==> src/rtl/store_align_unit_pkg.sv <==
// Shared definitions for the store alignment path: memop encodings, the
// store FSM state type and the memop-to-size helper.
package store_align_unit_pkg;

  localparam int BUS_BYTES = 8;

  // Memop codes carried with a store request from the MEM stage.
  localparam logic [2:0] MEM_B  = 3'b000;
  localparam logic [2:0] MEM_H  = 3'b001;
  localparam logic [2:0] MEM_W  = 3'b010;
  localparam logic [2:0] MEM_D  = 3'b011;
  localparam logic [2:0] MEM_UB = 3'b100;
  localparam logic [2:0] MEM_UH = 3'b101;
  localparam logic [2:0] MEM_UW = 3'b110;

  typedef enum logic [2:0] {
    ST_IDLE   = 3'd0,
    ST_REQ_LO = 3'd1,
    ST_ACK_LO = 3'd2,
    ST_REQ_HI = 3'd3,
    ST_ACK_HI = 3'd4,
    ST_DONE   = 3'd5,
    ST_FAULT  = 3'd6
  } store_state_e;

  // Byte count of a store memop; zero marks an unsupported code.
  function automatic logic [3:0] memop_size(input logic [2:0] memop);
    logic [3:0] size;
    case (memop)
      MEM_B, MEM_UB: size = 4'd1;
      MEM_H, MEM_UH: size = 4'd2;
      MEM_W, MEM_UW: size = 4'd4;
      MEM_D:         size = 4'd8;
      default:       size = 4'd0;
    endcase
    return size;
  endfunction

endpackage

==> src/rtl/store_align_unit_lane_gen.sv <==
// store_lane_gen: purely combinational lane placement of one store.
// Produces the 16-byte-window byte mask and data, plus crossing/invalid
// flags, from the low address bits, register data and memop. Kept free of
// state so it can also serve store-to-load forwarding checks.
module store_lane_gen
  import store_align_unit_pkg::*;
(
  input  logic [2:0]   i_offset,
  input  logic [63:0]  i_data,
  input  logic [2:0]   i_memop,
  output logic [15:0]  o_mask16,
  output logic [127:0] o_data128,
  output logic         o_crossing,
  output logic         o_invalid
);

  logic [3:0]   w_size;
  logic [63:0]  w_keep;
  logic [127:0] w_data_wide;

  // Trim data to the access size, then shift bytes and mask into their lanes.
  always_comb begin
    w_size = memop_size(i_memop);
    w_keep = 64'd0;
    for (int i = 0; i < BUS_BYTES; i++) begin
      if (4'(i) < w_size) begin
        w_keep[i*8 +: 8] = 8'hFF;
      end else begin
        w_keep[i*8 +: 8] = 8'h00;
      end
    end
    o_mask16    = ((16'd1 << w_size) - 16'd1) << i_offset;
    w_data_wide = {64'd0, i_data & w_keep};
    o_data128   = w_data_wide << {i_offset, 3'b000};
    o_invalid   = (w_size == 4'd0);
    o_crossing  = (o_mask16[15:8] != 8'd0);
  end

endmodule

==> src/rtl/store_align_unit.sv <==
// store_align_unit: accepts one store from the MEM stage, places it on the
// doubleword-aligned data-memory bus and runs the valid/ready + ack
// handshake, reporting completion or fault back to the pipeline.
// Optional feature macro: STORE_MISALIGN_SPLIT_EN -- when defined, stores
// that straddle a doubleword boundary are issued as two beats (lo, hi);
// when undefined such stores are rejected with a fault.
// All outputs are registered; they are loaded from the next-state decode.
module store_align_unit
  import store_align_unit_pkg::*;
#(
  parameter int ADDR_W = 64,
  parameter int DATA_W = 64
) (
  input  logic              clk,
  input  logic              rst,
  input  logic              st_valid,
  output logic              st_ready,
  input  logic [ADDR_W-1:0] st_addr,
  input  logic [DATA_W-1:0] st_data,
  input  logic [2:0]        st_memop,
  output logic              st_done,
  output logic              st_fault,
  output logic              mem_req_valid,
  input  logic              mem_req_ready,
  output logic [ADDR_W-1:0] mem_addr,
  output logic [DATA_W-1:0] mem_wdata,
  output logic [7:0]        mem_wmask,
  input  logic              mem_ack
);

`ifdef STORE_MISALIGN_SPLIT_EN
  localparam bit SPLIT_EN = 1'b1;
`else
  localparam bit SPLIT_EN = 1'b0;
`endif

  store_state_e      r_state;
  store_state_e      w_next_state;
  logic              w_load_lo;
  logic              w_load_hi;

  logic [15:0]       w_mask16;
  logic [127:0]      w_data128;
  logic              w_crossing;
  logic              w_invalid;
  logic [ADDR_W-1:0] w_lo_addr;
  logic [ADDR_W-1:0] w_hi_addr;

  logic              r_crossing;
  logic [ADDR_W-1:0] r_hi_addr;
  logic [7:0]        r_hi_mask;
  logic [DATA_W-1:0] r_hi_data;

  logic              r_st_ready;
  logic              r_st_done;
  logic              r_st_fault;
  logic              r_mem_req_valid;
  logic [ADDR_W-1:0] r_mem_addr;
  logic [DATA_W-1:0] r_mem_wdata;
  logic [7:0]        r_mem_wmask;

  store_lane_gen u_lane_gen (
    .i_offset   (st_addr[2:0]),
    .i_data     (st_data),
    .i_memop    (st_memop),
    .o_mask16   (w_mask16),
    .o_data128  (w_data128),
    .o_crossing (w_crossing),
    .o_invalid  (w_invalid)
  );

  // The hi beat addresses the next doubleword; the add wraps at the top.
  assign w_lo_addr = {st_addr[ADDR_W-1:3], 3'b000};
  assign w_hi_addr = w_lo_addr + 64'd8;

  // Next-state decode plus strobes that load the lo/hi beat payload.
  always_comb begin
    w_next_state = r_state;
    w_load_lo    = 1'b0;
    w_load_hi    = 1'b0;
    case (r_state)
      ST_IDLE: begin
        if (st_valid) begin
          if (w_invalid || (w_crossing && !SPLIT_EN)) begin
            w_next_state = ST_FAULT;
          end else begin
            w_next_state = ST_REQ_LO;
            w_load_lo    = 1'b1;
          end
        end else begin
          w_next_state = ST_IDLE;
        end
      end
      ST_REQ_LO: begin
        if (mem_req_ready) begin
          w_next_state = ST_ACK_LO;
        end else begin
          w_next_state = ST_REQ_LO;
        end
      end
      ST_ACK_LO: begin
        if (mem_ack) begin
          if (r_crossing && SPLIT_EN) begin
            w_next_state = ST_REQ_HI;
            w_load_hi    = 1'b1;
          end else begin
            w_next_state = ST_DONE;
          end
        end else begin
          w_next_state = ST_ACK_LO;
        end
      end
`ifdef STORE_MISALIGN_SPLIT_EN
      ST_REQ_HI: begin
        if (mem_req_ready) begin
          w_next_state = ST_ACK_HI;
        end else begin
          w_next_state = ST_REQ_HI;
        end
      end
      ST_ACK_HI: begin
        if (mem_ack) begin
          w_next_state = ST_DONE;
        end else begin
          w_next_state = ST_ACK_HI;
        end
      end
`endif
      ST_DONE:  w_next_state = ST_IDLE;
      ST_FAULT: w_next_state = ST_IDLE;
      default:  w_next_state = ST_IDLE;
    endcase
  end

  // State register and registered handshake/status outputs.
  always_ff @(posedge clk) begin
    if (rst) begin
      r_state         <= ST_IDLE;
      r_st_ready      <= 1'b1;
      r_st_done       <= 1'b0;
      r_st_fault      <= 1'b0;
      r_mem_req_valid <= 1'b0;
    end else begin
      r_state         <= w_next_state;
      r_st_ready      <= (w_next_state == ST_IDLE);
      r_st_done       <= (w_next_state == ST_DONE) || (w_next_state == ST_FAULT);
      r_st_fault      <= (w_next_state == ST_FAULT);
      r_mem_req_valid <= (w_next_state == ST_REQ_LO) || (w_next_state == ST_REQ_HI);
    end
  end

  // Bus payload: loaded only on entry to a request state so it stays
  // constant for as long as mem_req_valid is held.
  always_ff @(posedge clk) begin
    if (rst) begin
      r_mem_addr  <= '0;
      r_mem_wdata <= '0;
      r_mem_wmask <= 8'd0;
      r_crossing  <= 1'b0;
      r_hi_addr   <= '0;
      r_hi_mask   <= 8'd0;
      r_hi_data   <= '0;
    end else if (w_load_lo) begin
      r_mem_addr  <= w_lo_addr;
      r_mem_wdata <= w_data128[63:0];
      r_mem_wmask <= w_mask16[7:0];
      r_crossing  <= w_crossing;
      r_hi_addr   <= w_hi_addr;
      r_hi_mask   <= w_mask16[15:8];
      r_hi_data   <= w_data128[127:64];
    end else if (w_load_hi) begin
      r_mem_addr  <= r_hi_addr;
      r_mem_wdata <= r_hi_data;
      r_mem_wmask <= r_hi_mask;
    end else begin
      r_mem_addr  <= r_mem_addr;
      r_mem_wdata <= r_mem_wdata;
      r_mem_wmask <= r_mem_wmask;
    end
  end

  assign st_ready      = r_st_ready;
  assign st_done       = r_st_done;
  assign st_fault      = r_st_fault;
  assign mem_req_valid = r_mem_req_valid;
  assign mem_addr      = r_mem_addr;
  assign mem_wdata     = r_mem_wdata;
  assign mem_wmask     = r_mem_wmask;

endmodule
==> config.mk <==
export PLATFORM = sky130hd
export DESIGN_NAME = store_align_unit
export DESIGN_NICKNAME = d
export VERILOG_FILES = /design/src/rtl/store_align_unit_pkg.sv /design/src/rtl/store_align_unit_lane_gen.sv /design/src/rtl/store_align_unit.sv
export SDC_FILE = /design/constraint.sdc
export NUM_CORES = 1
export LEC_CHECK = 0
export ABC_CLOCK_PERIOD_IN_PS = 5000
export CAP_MARGIN = 20
export CORE_MARGIN = 2
export CORE_UTILIZATION = 49
export DETAILED_ROUTE_END_ITERATION = 10
export PLACE_DENSITY = 0.86
export SLEW_MARGIN = 0
export SYNTH_ARGS = -nofsm -noshare
export SYNTH_HDL_FRONTEND = slang
export SYNTH_HIERARCHICAL = 1
export SYNTH_SLANG_ARGS = --single-unit
==> constraint.sdc <==
create_clock -name clk -period 5 [get_ports clk]
set_input_delay 0.75 -clock clk [delete_from_list [all_inputs] [get_ports clk]]
set_output_delay 0.75 -clock clk [all_outputs]
set_load 0.01 [all_outputs]
Yosys cells after proc, flatten, opt, wreduce, memory -nomap -nowiden
Cells that the tools add are included.
- add/subtract/negate cells: 1
- magnitude comparators: 8
- equal/unequal tests: 12
- shifts and indexed selects: 3
- mux-type cells: 17
- bitwise gates (word level): 1
- reduce and logical (&&, ||, !) cells: 11
- operators with widths (cell ; count):
    $and 64x64->64 ; 1
    $mux 8 ; 8
    $shl 64x6->64 ; 1
    $lt 3x4->1 const A ; 4
    $pmux 4 s4 ; 1
    $shl 1x4->16 const A ; 1
    $shl 16x3->16 ; 1
    $sub 16x1->16 const B ; 1
    $eq 3x3->1 const B ; 5
    $eq 3x2->1 const B ; 4
    $eq 3x1->1 const B ; 3
    $logic_not 3->1 ; 3
    $mux 3 ; 3
    $pmux 3 s3 ; 1
    $lt 1x4->1 const A ; 2
    $lt 2x4->1 const A ; 2
    $reduce_bool 8->1 ; 1
    $reduce_or 2->1 ; 3
    $logic_not 4->1 ; 1
    $logic_or 1x1->1 ; 3
    $mux 1 ; 3
    $mux 2 ; 1
- register bits after elaboration: 140
- input port bits: 136
- output and inout bits: 140
- word-level logic and storage cells: 61

Depth between registers and ports, before layout
Gate-level depths: netlist (run 1).
- word-level depth: 13
- depth in mapped cells: 16
- mapped depth without buffers: 13

Hierarchy
Netlist (run 1), hierarchy kept.
- by module, submodules not included (module ; times used ; cells each ; area an instance (um^2) ; sequential area each (um^2)):
    store_align_unit ; 1 ; 635 ; 6095.8 ; 2802.7
    store_lane_gen ; 1 ; 550 ; 3335.7 ; 0.0

Worst setup path before layout (run 1)
No wires, ideal clock.
- path kind: input to register
- from: in st_memop[0]
- to: reg r_mem_wdata[16] (netlist: mem_wdata[16])
- setup time: 0.067 ns
- arrival: 3.645 ns
- data required time: 4.933 ns
- path slack: 1.288 ns
- stages on the path: 15
- path buffers: 2
- cell sequence: inv_1 > ha_1 > inv_1 > ha_1 > nor2b_1 > o21ai_1 > and2_1 > o21ai_0 > a221oi_1 > or4b_1 > nor2_2 > clkbuf_1 > clkbuf_1 > nand4b_1 > o21ai_2
- word-level cells in the longest chain between the ends: 11
- elaborated cells on any way between the ends: 38
- classes of those cells: add/sub: 1; order compare: 8; eq/ne: 6; shift: 3; mux: 12; bitwise: 1; reduce/logical: 7
- RTL lines (what ; line ; text):
    start: declaration ; store_align_unit.sv:20 ; input logic [2:0] st_memop,
    $eq 3x2->1, or another cell as far along ; store_align_unit_pkg.sv:29 ; case (memop)
    $reduce_or 2->1 ; store_align_unit_pkg.sv:29 ;
    $pmux 4 s4 (*) ; store_align_unit_pkg.sv:29 ;
    $shl 1x4->16 (*) ; store_align_unit_lane_gen.sv:32 ; o_mask16 = ((16'd1 << w_size) - 16'd1) << i_offset;
    $sub 16x1->16 (*) ; store_align_unit_lane_gen.sv:32 ;
    $shl 16x3->16 (*) ; store_align_unit_lane_gen.sv:32 ;
    $reduce_bool 8->1 (*) ; store_align_unit_lane_gen.sv:36 ; o_crossing = (o_mask16[15:8] != 8'd0);
    net w_crossing ; store_align_unit.sv:44 ; logic w_crossing;
    $logic_or 1x1->1 (*) ; store_align_unit.sv:84 ; if (w_invalid || (w_crossing && !SPLIT_EN)) begin
    $mux 1 (*) ; store_align_unit.sv:84 ;
    $mux 1 (*) ; store_align_unit.sv:83 ; if (st_valid) begin
    $mux 1 (*) ; store_align_unit.sv:81 ; case (r_state)
    end signal: assignment ; store_align_unit.sv:165 ; r_mem_wdata <= w_data128[63:0];
    end signal: assignment ; store_align_unit.sv:173 ; r_mem_wdata <= r_hi_data;
    end signal: assignment ; store_align_unit.sv:177 ; r_mem_wdata <= r_mem_wdata;
    end: declaration ; store_align_unit.sv:59 ; logic [DATA_W-1:0] r_mem_wdata;
The timed path passes the listed nets; every way through them passes the cells marked *.
A chain may end at the register's enable or synchronous reset.

Worst setup path in the final report (run 1)
- from: in st_memop[1]
- to: reg r_state[0]
- word-level cells in the longest chain between the ends: 11
- elaborated cells on any way between the ends: 20
- classes of those cells: add/sub: 1; eq/ne: 6; shift: 2; mux: 4; reduce/logical: 7
- RTL lines (what ; line ; text):
    $eq 3x2->1, or another cell as far along ; store_align_unit_pkg.sv:29 ;
    $reduce_or 2->1 ; store_align_unit_pkg.sv:29 ;
    $pmux 4 s4 (*) ; store_align_unit_pkg.sv:29 ;
    $shl 1x4->16 (*) ; store_align_unit_lane_gen.sv:32 ;
    $sub 16x1->16 (*) ; store_align_unit_lane_gen.sv:32 ;
    $shl 16x3->16 (*) ; store_align_unit_lane_gen.sv:32 ;
    $reduce_bool 8->1 (*) ; store_align_unit_lane_gen.sv:36 ;
    net w_crossing ; store_align_unit.sv:44 ;
    $logic_or 1x1->1 (*) ; store_align_unit.sv:84 ;
    $mux 3 (*) ; store_align_unit.sv:84 ;
    $mux 3 (*) ; store_align_unit.sv:83 ;
    $pmux 3 s3 (*) ; store_align_unit.sv:81 ;
    end signal: assignment ; store_align_unit.sv:144 ; r_state <= w_next_state;
    end: declaration ; store_align_unit.sv:37 ; store_state_e r_state;
Marks and branches as above.

==> impl_metrics.env, run 1 <==
export IMPL_clk_latency_ns=0.42
export IMPL_vias_per_cell=6.078
export IMPL_htreeDepth=4
export IMPL_fin_crit_sh=0.8642
export IMPL_crit_start="st_memop[1]"
export IMPL_rsz0062_at_grt="no"
export IMPL_finalHoldViolations=0
export IMPL_syn_area_per_cell_um2=8.196
export IMPL_vias=9154
export IMPL_crit_fanout=134
export IMPL_track_usage=0.2945
export IMPL_regToRegSetupSlack_ns=3.01
export IMPL_fin_nets=1412
export IMPL_r2r_end="st_done"
export IMPL_combPwrFrac=0.200
export IMPL_maxCapViolations=0
export IMPL_ctsHoldBuffers=0
export IMPL_p_leak_uw=0.004079
export IMPL_grt_pass1_wl_mm=46.26
export IMPL_power_share_clock=0.422
export IMPL_cts_resized=0
export IMPL_tns_ns=0
export IMPL_clock_path_buffers=2
export IMPL_fin_worst_skew_ns=0.01056
export IMPL_drive_gt1_frac=0.09240
export IMPL_timing_hold_ws_ns=0.4626
export IMPL_p_total_uw=3036
export IMPL_drt_iter0_drc=1039
export IMPL_critPathRequiredTime_ns=5.33
export IMPL_slew_viol_final=0
export IMPL_drt_wl_total_mm=29.57
export IMPL_drcViolationCount=0
export IMPL_worst_r2r_path_depth=4
export IMPL_min_from="mem_addr[53]"
export IMPL_dp_cells=1477
export IMPL_dp_hpwl_mm=20.01
export IMPL_peakVddDrop_uv=242.7
export IMPL_fmax_mhz=231.4
export IMPL_ant_nets=0
export IMPL_crit_arrival_ns=4.65
export IMPL_clk_pin_slew_worst_paths_ns=0.05
export IMPL_worstSetupPathType="in -> reg"
export IMPL_die_area_um2=19210
export IMPL_root_buffer="clkbuf_16"
export IMPL_worstHoldPathCells=2
export IMPL_core_area_um2=17840
export IMPL_rows=49
export IMPL_hold_end="mem_addr[53]"
export IMPL_status="finished clean"
export IMPL_setup_violations_final=0
export IMPL_ys_warnings_count=6
export IMPL_end_kind="register"
export IMPL_cts_made_buffers=17
export IMPL_powerDensity_nw_per_um2=251.9
export IMPL_grt_antenna_before_repair=0
export IMPL_relSlewSlack=0.4405
export IMPL_min_period_ns=4.321
export IMPL_port_buffer_count=272
export IMPL_cts_tree="done"
export IMPL_routedWlPerCell_um=19.64
export IMPL_crit_path_start_kind="input pin"
export IMPL_rr_startpoint="r_state[2]"
export IMPL_syn_inst=1083
export IMPL_hp_class="reg -> reg"
export IMPL_post_cts_buffers=0
export IMPL_pwr_share_seq=0.377
export IMPL_final_cells=1506
export IMPL_die_h_um=138.6
export IMPL_initial_core_util=0.4975
export IMPL_die_w_um=138.6
export IMPL_area_delta_synth_final_pct=35.81
export IMPL_gp_congestion=0.9568
export IMPL_power_switching_uw=832.4
export IMPL_grt_pass1_vias=8666
export IMPL_sw_frac_of_total=0.2741
export IMPL_pin_count=276
export IMPL_grt_max_degree=136
export IMPL_diodes=0
export IMPL_grt_ovfl_total=0
export IMPL_cts_sinks=140
export IMPL_synthesis_area_um2=8876
export IMPL_p_int_uw=2204
export IMPL_drt_pass1_iter_count=6
export IMPL_final_util=0.6756
export IMPL_worst_pin_slew_ns=0.8392
## state kept, by name, summed over array words and instances, names as in the netlist
name / flops
mem_wdata: 64
mem_addr: 61
mem_wmask: 8
r_state: 3
mem_req_valid: 1
st_done: 1
st_fault: 1
st_ready: 1
## cell type report
type / count / area [um^2]
tap: 229 / 286.5
sequential: 140 / 2803
clock inverter: 10 / 143.9
inverter: 8 / 30.03
multi-input combinational: 809 / 5440
fill: 1467 / 5787
clock buffer: 19 / 452.9
timing repair buffer: 291 / 2898
## routing by layer
metal | wire (um) | share of wire | vias up | GRT usage
met5 | 0 | 0 | - | 0
met4 | 1262 | 0.043 | 0 | 0.1375
met3 | 2098 | 0.071 | 80 | 0.05214
met2 | 13800 | 0.47 | 426 | 0.4755
met1 | 12410 | 0.42 | 4334 | 0.3848
li1 | - | - | 4314 | -
## power groups by stage
stage	logic (uW)	registers, uW	clock network, uW
floorplan	351	1180	0
global placement	592	1170	0
detailed placement	593	1170	0
CTS	596	1150	1290
global route	647	1150	1350
finish	608	1150	1280
## how the worst max path moves through the flow
stage	to	slack, ns
detailed placement	mem_addr[4]	0.33
floorplan	mem_wdata[16]	1.34
global route	r_state[0]	0.34
global placement	mem_wdata[9]	0.48
CTS	mem_addr[4]	0.78
finish	r_state[0]	0.68
## stage by stage
| step | area [um^2] | worst slack, ns |
|---|---|---|
| after floorplan | 8884 | 1.344 |
| after global placement | 11460 | 0.4805 |
| after detailed placement | 11460 | 0.3342 |
| after CTS | 12050 | 0.7824 |
| after global routing | 12050 | 0.3380 |
| final | 12050 | 0.6789 |
## placed cells by master (no fill, tap or decap), drive strengths merged, types with 11 or more instances in the layout
master and n:
a21oi 44, a221oi 11, a22oi 16, a31oi 23, and2 12, buf 23, clkbuf 19, clkdlybuf4s50 268
dfxtp 140, mux2 20, mux2i 17, nand2 47, nand2b 135, nand4b 134, nor2 69, nor3 16
nor3b 11, o21ai 150
## worst max-delay path: stages
cell             delay (ns)
clkdlybuf4s50_1        0.58
ha_1                   0.43
nand2_1                0.15
ha_1                   0.25
nor2b_1                0.18
o21ai_1                0.18
a21oi_1                0.15
o31ai_1                0.25
a32oi_1                0.14
or4b_1                 0.55
nor2_4                 0.17
buf_12                 0.44
nand2_1                0.16
a31oi_1                0.17
Power figures use the tool's default switching activity.
==> inputs of run 2 (changes only) <==
CTS_CLUSTER_SIZE = 8   (was default)
==> results of run 2 <==
Same layout as run 1: the final DEF is identical, and so are final timing and power.
